===== src/rtl/frame_reader.sv =====
// frame_reader: reads one frame of NUM_PIX pixels from a synchronous memory
// (one-cycle read latency) and streams it out on a valid/ready pixel port,
// tagging end-of-row (m_eol) and end-of-frame (m_last).
//
// Ports:
//   clk, rst_n          clock, asynchronous active-low reset
//   start, base_addr    one-cycle frame request and first frame address
//   ren, raddr, rdata   memory read port (rdata valid the cycle after ren)
//   m_valid, m_ready    output handshake
//   m_data, m_eol,
//   m_last              output pixel and its row/frame markers
//   busy, done          frame in progress / one-cycle completion pulse
module frame_reader #(
  parameter int D_WIDTH = 8,
  parameter int A_WIDTH = 19,
  parameter int IMG_W   = 640,
  parameter int NUM_PIX = 307200
) (
  input  logic               clk,
  input  logic               rst_n,
  input  logic               start,
  input  logic [A_WIDTH-1:0] base_addr,
  output logic               ren,
  output logic [A_WIDTH-1:0] raddr,
  input  logic [D_WIDTH-1:0] rdata,
  output logic               m_valid,
  input  logic               m_ready,
  output logic [D_WIDTH-1:0] m_data,
  output logic               m_eol,
  output logic               m_last,
  output logic               busy,
  output logic               done
);

  localparam int IDX_W = (NUM_PIX > 1) ? $clog2(NUM_PIX) : 1;
  localparam int COL_W = (IMG_W > 1) ? $clog2(IMG_W) : 1;
  localparam logic [IDX_W-1:0] LAST_IDX = IDX_W'(NUM_PIX - 1);
  localparam logic [COL_W-1:0] LAST_COL = COL_W'(IMG_W - 1);

  typedef enum logic [1:0] {IDLE, RUN, DRAIN} state_t;

  state_t             state_q, state_d;
  logic [A_WIDTH-1:0] addr_q;
  logic [IDX_W-1:0]   idx_q;
  logic [COL_W-1:0]   col_q;

  // One read in flight plus the row/frame markers that travel with it.
  logic               fl_q, fl_eol_q, fl_last_q;

  // 2-entry pixel FIFO.
  logic [D_WIDTH-1:0] fd_q [2];
  logic [1:0]         feol_q, flast_q;
  logic               wp_q, rp_q;
  logic [1:0]         cnt_q;

  logic               start_acc, done_d, push, pop;
  logic [1:0]         occ, limit;

  assign push    = fl_q;
  assign m_valid = (cnt_q != 2'd0);
  assign pop     = m_valid & m_ready;
  assign m_data  = fd_q[rp_q];
  assign m_eol   = feol_q[rp_q];
  assign m_last  = flast_q[rp_q];
  assign raddr   = addr_q;
  assign busy    = (state_q != IDLE);

  // A slot freed by this cycle's pop can be reused by this cycle's read,
  // which is what sustains one pixel per cycle with only two entries.
  assign occ   = cnt_q + {1'b0, fl_q};
  assign limit = 2'd2 + {1'b0, pop};

  always_comb begin
    state_d   = state_q;
    ren       = 1'b0;
    start_acc = 1'b0;
    done_d    = 1'b0;
    case (state_q)
      IDLE: begin
        if (start) begin
          start_acc = 1'b1;
          state_d   = RUN;
        end
      end
      RUN: begin
        if (occ < limit) begin
          ren = 1'b1;
          if (idx_q == LAST_IDX) state_d = DRAIN;
        end
      end
      DRAIN: begin
        if (pop && m_last) begin
          state_d = IDLE;
          done_d  = 1'b1;
        end
      end
      default: state_d = IDLE;
    endcase
  end

  always_ff @(posedge clk or negedge rst_n) begin
    if (!rst_n) begin
      state_q <= IDLE;
      done    <= 1'b0;
    end else begin
      state_q <= state_d;
      done    <= done_d;
    end
  end

  always_ff @(posedge clk or negedge rst_n) begin
    if (!rst_n) begin
      addr_q    <= '0;
      idx_q     <= '0;
      col_q     <= '0;
      fl_q      <= 1'b0;
      fl_eol_q  <= 1'b0;
      fl_last_q <= 1'b0;
      for (int unsigned i = 0; i < 2; i++) fd_q[i] <= '0;
      feol_q    <= '0;
      flast_q   <= '0;
      wp_q      <= 1'b0;
      rp_q      <= 1'b0;
      cnt_q     <= '0;
    end else begin
      if (start_acc) begin
        addr_q <= base_addr;
        idx_q  <= '0;
        col_q  <= '0;
      end else if (ren) begin
        addr_q <= addr_q + A_WIDTH'(1);
        idx_q  <= idx_q + IDX_W'(1);
        col_q  <= (col_q == LAST_COL) ? '0 : col_q + COL_W'(1);
      end

      fl_q      <= ren;
      fl_eol_q  <= (col_q == LAST_COL);
      fl_last_q <= (idx_q == LAST_IDX);

      if (push) begin
        fd_q[wp_q]    <= rdata;
        feol_q[wp_q]  <= fl_eol_q;
        flast_q[wp_q] <= fl_last_q;
        wp_q          <= ~wp_q;
      end
      if (pop) rp_q <= ~rp_q;

      case ({push, pop})
        2'b10:   cnt_q <= cnt_q + 2'd1;
        2'b01:   cnt_q <= cnt_q - 2'd1;
        default: cnt_q <= cnt_q;
      endcase
    end
  end

endmodule

===== config.mk =====
export PLATFORM = sky130hd
export DESIGN_NAME = frame_reader
export DESIGN_NICKNAME = d
export VERILOG_FILES = /design/src/rtl/frame_reader.sv
export SDC_FILE = /design/constraint.sdc
export NUM_CORES = 1
export LEC_CHECK = 0
export ABC_AREA = 1
export BUFFER_PORTS_ARGS = -buffer_cell sky130_fd_sc_hd__buf_2
export CORE_MARGIN = 5
export CORE_UTILIZATION = 52
export DETAILED_ROUTE_END_ITERATION = 6
export PLACE_DENSITY = 0.74
export RECOVER_POWER = 100
export SLEW_MARGIN = 5
export SYNTH_ARGS = -nofsm -noshare
export SYNTH_HDL_FRONTEND = slang
export SYNTH_SLANG_ARGS = --single-unit

===== constraint.sdc =====
create_clock -name clk -period 2.1 [get_ports clk]
set_clock_uncertainty 0.15 [all_clocks]
set_input_delay 0.21 -clock clk [delete_from_list [all_inputs] [get_ports clk]]
set_output_delay 0.21 -clock clk [all_outputs]
set_load 0.05 [all_outputs]

* Yosys cells after proc, flatten, opt, wreduce, memory -nomap -nowiden
Index checks and enable logic that the tools add are counted.
Storage, ports and cells: bits in registers 78, output and inout port bits 33, word-level logic and storage cells 86
Cells by class: add/subtract/negate cells 7, $lt $le $gt $ge 7, eq/ne operators 10, multiplexer cells 33, bitwise operators 5, reduce and logical (&&, ||, !) cells 9
Operators by type and width (number):
- $mux W19 | 4
- $add A19 B1 Y19 const B | 2
- $mux W8 | 4
- $mux W10 | 3
- $eq A19 B19 Y1 const B | 1
- $bwmux W16 | 1
- $mux W1 | 11
- $add A10 B1 Y10 const B | 1
- $eq A10 B10 Y1 const B | 1
- $demux W8 S1 | 1
- $mux W2 | 4
- $ne A2 B2 Y1 const B | 4
- $reduce_bool A2 Y1 | 4
- $pmux W2 S3 | 1
- $bwmux W2 | 2
- $eq A2 B1 Y1 const B | 2
- $eq A2 B2 Y1 const B | 2
- $ge A2 B2 Y1 const B | 2
- $lt A1 B2 Y1 const B | 2
- $not A1 Y2 | 2
- $pmux W2 S2 | 1
- $reduce_and A4 Y1 | 1
- $logic_and A1 B1 Y1 | 3
- $add A2 B1 Y2 | 1
- 10 further kinds | 11

* Longest topological paths before layout
Gate-level depths: netlist (run 1).
word-level depth 8, gate-level depth with buffers 10

* Worst setup path before layout (run 1)
OpenSTA, ideal clock, no wires.
kind register to register, from register addr_q[0] (netlist: raddr[0]), to register addr_q[18] (netlist: raddr[18]), library setup time 118 ps, arrival 1676 ps, required time 1832 ps, path slack 156 ps, cell stages (with the launch flop) 11, path buffers 0, period minus slack after synthesis 1944 ps, cell sequence dfrtp_1 ha_1 nand2_1 nor2_1 nand2_1 nor2_1 nand2_1 nand2_1 nand3_1 nand2_1 nand2_1
Between the ends: longest elaborated chain between the ends 3
Ends and longest elaborated chain:
- start, declared | RTL line 43 | logic [A_WIDTH-1:0] addr_q;
- start signal, assigned | RTL line 127 | addr_q <= base_addr;
- start signal, assigned | RTL line 131 | addr_q <= addr_q + A_WIDTH'(1);
- $add A19 B1 Y19 | RTL line 131
- $mux W19 | RTL line 130 | end else if (ren) begin
- $mux W19 | RTL line 126 | if (start_acc) begin
Every way passes these cells. The select of a mux whose other input is x is not followed. A chain may end at the register's enable or synchronous reset.

* Worst setup path after layout (run 1)
from register fl_q, to output port ren
Between the ends: longest elaborated chain between the ends 4
Ends and longest elaborated chain:
- start, declared | RTL line 48 | logic fl_q, fl_eol_q, fl_last_q;
- start signal, assigned | RTL line 136 | fl_q <= ren;
- $add A2 B1 Y2 | RTL line 70 | assign occ = cnt_q + {1'b0, fl_q};
- $lt A2 B2 Y1 | RTL line 86 | if (occ < limit) begin
- $mux W1 | RTL line 86
- $mux W1 | RTL line 78 | case (state_q)
- end, declared | RTL line 23 | output logic ren,
Every way passes these cells.

==> results of run 1 <==
power by group through the flow:
stage | Clock [mW] | Combinational (mW) | Sequential (mW)
3_3_place_gp | 0 | 4.01 | 2.53
5_1_grt | 1.18 | 4.61 | 2.63
6_report | 1.08 | 4.20 | 2.54
2_1_floorplan | 0 | 2.64 | 2.98
4_1_cts | 1.11 | 4.20 | 2.53
3_5_place_dp | 0 | 4.11 | 2.55
worst max-delay path: stages, from the launching register on:
cell,delay (ns)
dfrtp_1,0.41
ha_1,0.29
inv_1,0.06
nand3_1,0.08
nand2_2,0.12
nand2_4,0.10
inv_8,0.10
buf_8,0.14
synthesized netlist by cell type, types with 3 or more instances:
master	number
buf_4	3
buf_2	8
o21ai_0	48
xnor2_1	4
buf_6	3
clkbuf_1	6
nor3_1	3
nand4_1	19
dfrtp_1	78
or2_2	5
nand2_1	212
inv_1	53
ha_1	5
nand3_1	43
a21oi_1	11
xor2_1	8
nand3b_1	3
nor2_1	86
o211ai_1	3
final cells by class:
| cell class | instances | area share [%] |
|---|---|---|
| Timing Repair Buffer | 97 | 11.2 |
| Inverter | 56 | 4.19 |
| Multi-Input combinational cell | 467 | 41.0 |
| Clock inverter | 7 | 1.23 |
| Tap cell | 105 | 2.53 |
| Clock buffer | 9 | 2.38 |
| Sequential cell | 78 | 37.5 |
what timing repair did:
item	4_1_cts	5_1_grt
setup endpoints to repair	1	2
resized for setup	5	2
pin swaps	0	1
buffers inserted	0	4
endpoints found under the hold margin	55	0
hold buffers	15	0
routing by layer:
| layer | share of wire [%] | GRT usage (%) |
|---|---|---|
| met2 | 46 | 36.0 |
| met4 | 1.3 | 6.96 |
| met3 | 6.3 | 3.41 |
| met1 | 47 | 29.5 |
| met5 | 0 | 0 |
logic make-up after synthesis:
family	Yosys count	share of synthesized area [%]
and+or+nand+nor	381	36.4
DFF	78	44.1
adders and majority gates	5	1.41
AOI/OAI and AO/OA	69	8.26
xor gates and xnor gates	12	2.38
buffers and inverters	76	7.44
registers in the layout, summed over array words and instances, names as in the netlist:
signal	flops
cnt_q	2
col_q	10
done	1
fd_q	16
feol_q	2
fl_eol_q	1
fl_last_q	1
fl_q	1
flast_q	2
idx_q	19
raddr	19
rp_q	1
state_q	2
wp_q	1
cell usage in the layout (no fill, tap or decap):
master / n
ha_1: 5
nor3_1: 3
clkinv_1: 1
nor2_2: 1
xor2_1: 8
buf_2: 29
inv_8: 3
o22ai_1: 2
dlygate4sd3_1: 15
o21ai_0: 48
nand2_4: 1
o21ai_1: 1
nor3b_1: 1
or2_0: 1
clkbuf_4: 1
inv_1: 54
nand2_2: 2
o21a_1: 2
clkinvlp_4: 2
or2_2: 4
nand3_1: 43
nand2_1: 213
xnor2_1: 4
buf_4: 14
and2_1: 1
o21bai_1: 1
nand4_1: 19
nor2_1: 87
a21oi_1: 11
nor3_4: 1
clkbuf_1: 22
nand3_2: 1
clkbuf_8: 9
dfrtp_1: 78
clkbuf_2: 15
o31ai_1: 1
buf_8: 1
inv_6: 3
nand3b_1: 3
o211ai_1: 3
metrics by stage:
step | worst slack (ns) | power (mW) | hold slack (ns) | area, um^2
5_1_grt | 0.00571 | 8.42 | 0.0156 | 5200
4_1_cts | 0.000701 | 7.84 | 0.00192 | 5240
2_1_floorplan | 0.156 | 5.63 | -0.236 | 4420
6_report | 0.0844 | 7.82 | 0.0168 | 5200
3_3_place_gp | 0.241 | 6.54 | 0.0530 | 4880
3_5_place_dp | 0.154 | 6.66 | 0.0547 | 4880
path summary, 6_finish.rpt:
kind | from | to | slack, ns | depth (start not counted)
min reg2reg | state_q[0]$_DFFE_PN0P_ | done$_DFF_PN0_ | 0.33 | 1
max in group asynchronous | rst_n | col_q[8]$_DFFE_PN0P_ | 0.42 | 3
max reg2reg | fl_q$_DFF_PN0_ | raddr[12]$_DFFE_PN0P_ | 0.17 | 9
min in group asynchronous | rst_n | done$_DFF_PN0_ | 0.36 | 2
max | fl_q$_DFF_PN0_ | ren | 0.08 | 7
min | base_addr[5] | raddr[5]$_DFFE_PN0P_ | 0.02 | 5
==> impl_metrics.csv, run 1 <==
group,metric,value,unit
timing,finalSetupViolations,0,
route,wl,10800,um
clock_network,cts-root-buf,"clkbuf_8",
worst_hold_path,hp-class,"input port to register",
logic_synthesis,synth_area_leader_cell,"dfrtp_1",
global_routing,grt_pass1_wl,18300,um
critical_path,required,1.74,ns
power_and_ir_drop,p_leak,2.55,nW
clock_network,numCtsBuffers,9,
logic_synthesis,synth-edff-count,0,
critical_path,crit_type,"register to output pin",
critical_path,crit_fanout,7,
timing,fmax,0.496,GHz
timing,slew_viol_final,0,
placed_design,portBuffers,63,
route,antenna_left,0,
final_layout,fin_util,63.0,%
floorplan,start_util,53.6,%
route,dr.first_iter.drc_count,217,
global_routing,grt_max_degree,37,
final_layout,drive_gt1_share,12.2,%
placed_design,gp_congestion,0.936,
clock_network,clock_latency,0.35,ns
logic_synthesis,synth_fp_nets,657,
logic_synthesis,synth_area,4420,um^2
clock_network,cts_tree,"built",
route,drcViolationCount,0,
logic_synthesis,synth-seq-area-share,44.1,%
final_layout,instances_no_fill,819,
route,dr_total_vias,4249,
final_layout,ff_latch_area,1950,um^2
route,viasPerCell,5.19,
power_and_ir_drop,swShare,52.5,%
logic_synthesis,syn_avg_cell_area,7.12,um^2
power_and_ir_drop,ir_worst_vdd,1.11,mV
floorplan,die_height,102,um
critical_path,crit_arrival,1.66,ns
route,drt-wirelength-per-cell,13.2,um
timing,rsz0062_at_grt,"no",
floorplan,rows,33,
global_routing,grt.overflow.total,0,
clock_network,clk_path_buf_depth,2,
global_routing,grt_pass1_vias,4086,
timing,tns,0,ns
timing,slew_headroom,32.1,%
logic_synthesis,async_reset_ff_share,100,%
floorplan,die-area,10500,um^2
floorplan,coreArea,8260,um^2
logic_synthesis,synthTopCellsByArea,"dfrtp_1 (44%), nand2_1 (18%), nor2_1 (7.3%)",
final_layout,diodes,0,
logic_synthesis,yosysWarnings,0,
logic_synthesis,ys_ff_latch,78,
power_and_ir_drop,intPower,3.72,mW
final_layout,n_fill_cell,761,
logic_synthesis,synthCells,621,
flow_run,drv_cap,0,
timing,worstMarginPinSlew,1.02,ns
global_routing,grt_usage,21.8,%
critical_path,start_kind,"register",
final_layout,multi_input_area,2130,um^2
clock_network,cts_num_sinks,78,
final_layout,syn2layout_area_growth,17.6,%
status,status,"finished, final reports clean",
route,first_pass_iters,5,
power_and_ir_drop,p_sw,4.10,mW
power_and_ir_drop,comb_power_share,53.7,%
placed_design,dpl.hpwl,7770,um
critical_path,end_kind,"output pin",
placed_design,place_inst,784,
global_routing,grt_antenna_before_repair,0,
floorplan,die_w,102,um
timing,fin_crit_sh,96.0,%
power_and_ir_drop,powerDensity,1500,nW/um^2
logic_synthesis,ys_types,33,
power_and_ir_drop,power_frac_clock,13.8,%
floorplan,num_io_pins,64,
final_layout,layout.nets,745,
power_and_ir_drop,seq_power_share,32.5,%
timing,hold_violations,0,
clock_network,htree_levels,3,
logic_synthesis,synth_top_area_share,44.1,%
timing,min_period,2.02,ns
clock_network,path_clk_slew,0.09,ns
logic_synthesis,ys.flop_type,"dfrtp_1",
Note: power is estimated with default switching activity, not from simulation.
==> run 2: changes to the inputs <==
==> constraint.sdc (replaced) <==
create_clock -name clk -period 2.03 [get_ports clk]
set_clock_uncertainty 0.15 [all_clocks]
set_input_delay 0.203 -clock clk [delete_from_list [all_inputs] [get_ports clk]]
set_output_delay 0.203 -clock clk [all_outputs]
set_load 0.05 [all_outputs]
==> run 2 against run 1 <==
Against the previous run: global-route usage is 0.31 points higher; total power is 6.7% higher; non-clock buffer count is 6 higher; routed wire length is 0.12% higher; highest routed layer unchanged.
==> impl_metrics.csv, run 2 (synthesized netlist as in run 1, its figures left out) <==
group,metric,value,unit
status,status,"finished, final reports clean",
route,viasPerCell,5.29,
power_and_ir_drop,powerDensity,1570,nW/um^2
route,drt-wirelength-per-cell,13.1,um
route,first_pass_iters,5,
route,dr_total_vias,4366,
route,dr.first_iter.drc_count,265,
placed_design,placed_area,4880,um^2
critical_path,cpPeakStageDelay,0.40,ns
timing,slew_viol_final,0,
power_and_ir_drop,ir_worst_vdd,1.14,mV
placed_design,gp_congestion,0.915,
clock_network,htree_levels,3,
critical_path,path_buf_inv,3,
critical_path,start_kind,"register",
critical_path,required,1.68,ns
placed_design,dpl.hpwl,7580,um
floorplan,num_io_pins,64,
final_layout,diodes,0,
final_layout,layout.nets,751,
critical_path,crit_arrival,1.61,ns
critical_path,crit_fanout,7,
floorplan,coreArea,8260,um^2
route,antenna_left,0,
global_routing,grt_pass1_vias,4260,
floorplan,die_w,102,um
timing,worstMarginPinSlew,1.06,ns
route,drcViolationCount,0,
power_and_ir_drop,p_leak,2.60,nW
global_routing,grt_usage,22.1,%
timing,fin_crit_sh,96.5,%
critical_path,crit_type,"register to output pin",
timing,holdWs,0.0139,ns
floorplan,die_height,102,um
critical_path,end_kind,"output pin",
clock_network,cts_tree,"built",
floorplan,rows,33,
critical_path,crit_chain,"ha_1, clkinv_1, nand3_2, nand2_4, nand2_8, inv_8, buf_8",
global_routing,grt_pass1_wl,18500,um
critical_path,critical_path.top_delay_family,"flip-flops",
timing,slew_headroom,29.5,%
clock_network,cts_num_sinks,78,
clock_network,numCtsBuffers,9,
timing,finalSetupViolations,0,
power_and_ir_drop,power,8.35,mW
placed_design,portBuffers,63,
final_layout,syn2layout_area_growth,20.6,%
worst_hold_path,hp-class,"input port to register",
timing,hold_violations,0,
flow_run,drv_cap,0,
floorplan,die-area,10500,um^2
clock_network,clock_latency,0.36,ns
clock_network,path_clk_slew,0.08,ns
global_routing,grt.overflow.total,0,
timing,fmax,0.511,GHz
final_layout,drive_gt1_share,13.3,%
floorplan,start_util,53.6,%
clock_network,cts-root-buf,"clkbuf_8",
route,wl,10800,um
final_layout,final_area,5330,um^2
final_layout,layout_commonest_cell,"nand2_1",
final_layout,most-common-layout-cells,"nand2_1 (212), nor2_1 (84), dfrtp_1 (78)",
global_routing,grt_antenna_before_repair,0,
clock_network,clk_path_buf_depth,2,
timing,rsz0062_at_grt,"no",
timing,min_period,1.96,ns
global_routing,grt_max_degree,62,
critical_path,crit_slowest_cell,"dfrtp_1",
critical_path,reg2reg_slack,0.14,ns
timing,tns,0,ns
## run 2: cell types whose count changed in the layout (fill, tap and decap cells not counted), sizes merged
cell	before	now
buf	44	62
clkbuf	47	31
dlygate4sd3	15	19
inv	60	58
bufinv	0	1
clkinv	1	2
## run 2: per-layer routing
metal	wire, um	GRT usage (%)
met4	242	8.68
met2	4900	35.7
met5	0	0
met3	639	3.00
met1	5050	30.2
## run 2: worst paths after layout
kind | end | from | cells after the start
max in group asynchronous | col_q[4]$_DFFE_PN0P_ | rst_n | 3
setup / recovery | ren | cnt_q[0]$_DFFE_PN0P_ | 7
hold / removal | raddr[8]$_DFFE_PN0P_ | base_addr[8] | 4
min in group asynchronous | fd_q[12]$_DFFE_PN0P_ | rst_n | 2
hold reg to reg | done$_DFF_PN0_ | state_q[0]$_DFFE_PN0P_ | 1
setup reg to reg | idx_q[3]$_DFFE_PN0P_ | cnt_q[0]$_DFFE_PN0P_ | 10
## run 2: through the flow
| step | util [%] | worst slack (ns) | instances |
|---|---|---|---|
| after floorplan | - | 0.0861 | 621 |
| after global placement | 59.1 | 0.151 | 784 |
| after detailed placement | 59.1 | 0.111 | 784 |
| after CTS | 64.3 | 0.0136 | 820 |
| after global routing | 64.6 | 0.00205 | 825 |
| final | 64.6 | 0.0713 | 825 |
## run 2: repair_timing
action / CTS / global route
gates resized for setup: 7 / 5
hold endpoints to repair: 104 / 0
pin swaps: 0 / 2
hold buffers: 19 / 0
setup buffers: 1 / 5
endpoints found under the setup margin: 1 / 8
## run 2: layout make-up
cell class	instances	area, um^2
clock buffers	9	124
well taps	105	131
flip-flops and latches	78	1950
multi-input cells	467	2170
inverters	56	218
clock inverters	7	80.1
fillers	743	2930
repair buffers	103	662
## run 2: tightest hold or removal path: stages
cell     delay (ns)
buf_2          0.07
or2_2          0.09
nand3_1        0.07
nand2_1        0.06
## run 2: report_power, final
group / leakage, nW / switching [mW] / internal, mW
logic: 1.51 / 3.12 / 1.36
clock network: 0.0973 / 0.640 / 0.586
registers: 0.998 / 0.532 / 2.10
==> run 3: changes to the inputs <==
--- a/config.mk
+++ b/config.mk
@@ -6,11 +6,11 @@
 export NUM_CORES = 1
 export LEC_CHECK = 0
 export ABC_AREA = 1
-export BUFFER_PORTS_ARGS = -buffer_cell sky130_fd_sc_hd__buf_2
 export CORE_MARGIN = 5
 export CORE_UTILIZATION = 52
 export DETAILED_ROUTE_END_ITERATION = 6
-export PLACE_DENSITY = 0.74
+export DONT_BUFFER_PORTS = 1
+export PLACE_DENSITY = 0.67
 export RECOVER_POWER = 100
 export SLEW_MARGIN = 5
 export SYNTH_ARGS = -nofsm -noshare
==> constraint.sdc (replaced) <==
create_clock -name clk -period 2.1 [get_ports clk]
set_clock_uncertainty 0.15 [all_clocks]
set_input_delay 0.21 -clock clk [delete_from_list [all_inputs] [get_ports clk]]
set_output_delay 0.21 -clock clk [all_outputs]
set_load 0.05 [all_outputs]
==> run 3 against run 2 <==
Against the previous run: the run now ends with hold timing left; non-clock buffer count is 35 lower; core utilization decreased by 1.7 points; sequential share of layout area grew 0.96 points; critical endpoint unchanged; largest cell class unchanged; highest routed layer unchanged.
==> impl_metrics.csv, run 3 (synthesized netlist as in run 1, its figures left out) <==
group,metric,value,unit
final_layout,drive_gt1_share,7.15,%
timing,fmax,0.501,GHz
critical_path,crit_arrival,1.64,ns
critical_path,crit_slowest_cell,"dfrtp_1",
floorplan,die-area,10500,um^2
clock_network,cts-root-buf,"clkbuf_8",
floorplan,die_w,102,um
status,violations,"hold timing",
timing,fin_ws,0.103,ns
placed_design,gp_congestion,0.916,
timing,min_period,2.00,ns
placed_design,portBuffers,0,
worst_hold_path,hp-class,"input port to async pin",
critical_path,r2r_cells,10,
power_and_ir_drop,p_leak,2.47,nW
global_routing,grt_pass1_wl,18500,um
critical_path,path_buf_inv,3,
floorplan,start_util,53.6,%
clock_network,cts_num_sinks,78,
timing,hold_violations,78,
critical_path,crit_fanout,13,
critical_path,critical_path.top_delay_family,"flip-flops",
global_routing,grt_pass1_vias,4033,
critical_path,reg2reg_slack,0.12,ns
final_layout,layout_commonest_cell,"nand2_1",
route,viasPerCell,5.28,
power_and_ir_drop,ir_worst_vdd,1.17,mV
clock_network,path_clk_slew,0.08,ns
global_routing,grt_antenna_before_repair,0,
final_layout,diodes,0,
global_routing,grt.overflow.total,0,
clock_network,numCtsBuffers,9,
final_layout,most-common-layout-cells,"nand2_1 (212), nor2_1 (86), dfrtp_1 (78)",
flow_run,drv_cap,0,
critical_path,worst_r2r_startpoint,"fl_q$_DFF_PN0_",
placed_design,dpl.hpwl,7480,um
timing,finalSetupViolations,0,
final_layout,n_fill_cell,788,
floorplan,coreArea,8260,um^2
final_layout,layout.nets,716,
route,dr.first_iter.drc_count,285,
critical_path,crit_type,"register to output pin",
status,status,"complete, but fails checks",
timing,tns,0,ns
timing,slew_headroom,46.6,%
clock_network,clock_latency,0.36,ns
timing,worstMarginPinSlew,0.801,ns
timing,holdWs,-0.611,ns
route,drt-wirelength-per-cell,13.8,um
power_and_ir_drop,power,7.90,mW
route,dr_total_vias,4170,
clock_network,cts_tree,"built",
route,wl,10900,um
critical_path,required,1.74,ns
critical_path,cpPeakStageDelay,0.40,ns
global_routing,grt_usage,22.1,%
critical_path,start_kind,"register",
power_and_ir_drop,powerDensity,1520,nW/um^2
final_layout,syn2layout_area_growth,17.5,%
clock_network,ctsHoldBuffers,29,
floorplan,rows,33,
floorplan,num_io_pins,64,
critical_path,reg2reg_to,"raddr[11]$_DFFE_PN0P_",
clock_network,htree_levels,3,
floorplan,die_height,102,um
critical_path,crit_chain,"ha_1, inv_1, nand3_1, nand2_2, nand2_4, clkinv_8, buf_12",
timing,slew_viol_final,0,
route,first_pass_iters,6,
route,antenna_left,0,
timing,fin_crit_sh,95.1,%
timing,rsz0062_at_grt,"no",
route,drcViolationCount,0,
clock_network,clk_path_buf_depth,2,
global_routing,grt_max_degree,79,
critical_path,end_kind,"output pin",
placed_design,dp_slack,0.153,ns
[run 3: cell count changes in the layout (fill, tap and decap cells not counted), sizes merged]
cell,change
clkbuf,+1
clkinvlp,-1
buf,-45
dlygate4sd3,+10
clkinv,+3
inv,-4
bufinv,+1
[run 3: cell type report]
class,instances,area [um^2],share of cell area [%]
inverters,56,225,4.33
clock buffers,10,128,2.46
repair buffers,68,527,10.1
clock inverters,6,86.3,1.66
well taps,105,131,2.53
flip-flops and latches,78,1950,37.6
multi-input cells,467,2150,41.3
[run 3: per-layer routing]
metal / track usage, % / share of wire [%] / up-vias
li1: - / - / 2104
met1: 27.7 / 44 / 1923
met2: 37.0 / 48 / 122
met3: 5.80 / 6.3 / 21
met4: 7.77 / 1.9 / 0
met5: 0 / 0 / -
[run 3: worst max-delay path by stage]
stage / start / end / slack (ns) / cells after the start
2_1_floorplan: raddr[0]$_DFFE_PN0P_ / raddr[18]$_DFFE_PN0P_ / 0.16 / 10
3_3_place_gp: cnt_q[0]$_DFFE_PN0P_ / raddr[10]$_DFFE_PN0P_ / 0.19 / 10
3_5_place_dp: cnt_q[0]$_DFFE_PN0P_ / idx_q[11]$_DFFE_PN0P_ / 0.15 / 10
4_1_cts: fl_q$_DFF_PN0_ / ren / 0.02 / 7
5_1_grt: fl_q$_DFF_PN0_ / ren / 0.009 / 7
6_report: fl_q$_DFF_PN0_ / ren / 0.10 / 7
[run 3: where the power goes]
part	switching (mW)	internal, mW	leakage [nW]
registers	0.463	2.03	0.998
clock network	0.573	0.668	0.106
logic	2.97	1.19	1.37
total	4.01	3.89	2.47
[run 3: stage by stage]
step | utilization, % | area (um^2) | std cells
3_3_place_gp | 57.0 | 4710 | 738
6_report | 62.9 | 5200 | 790
5_1_grt | 62.9 | 5200 | 790
3_5_place_dp | 57.0 | 4710 | 738
4_1_cts | 63.3 | 5230 | 786
2_1_floorplan | - | 4420 | 621
[run 3: timing repair]
| item | CTS | global route |
|---|---|---|
| gates resized for setup | 2 | 8 |
| endpoints found under the hold margin | 115 | 78 |
| setup buffers | 4 | 4 |
| pin swaps | 0 | 0 |
| endpoints found under the setup margin | 1 | 23 |
| gates cloned | 0 | 0 |
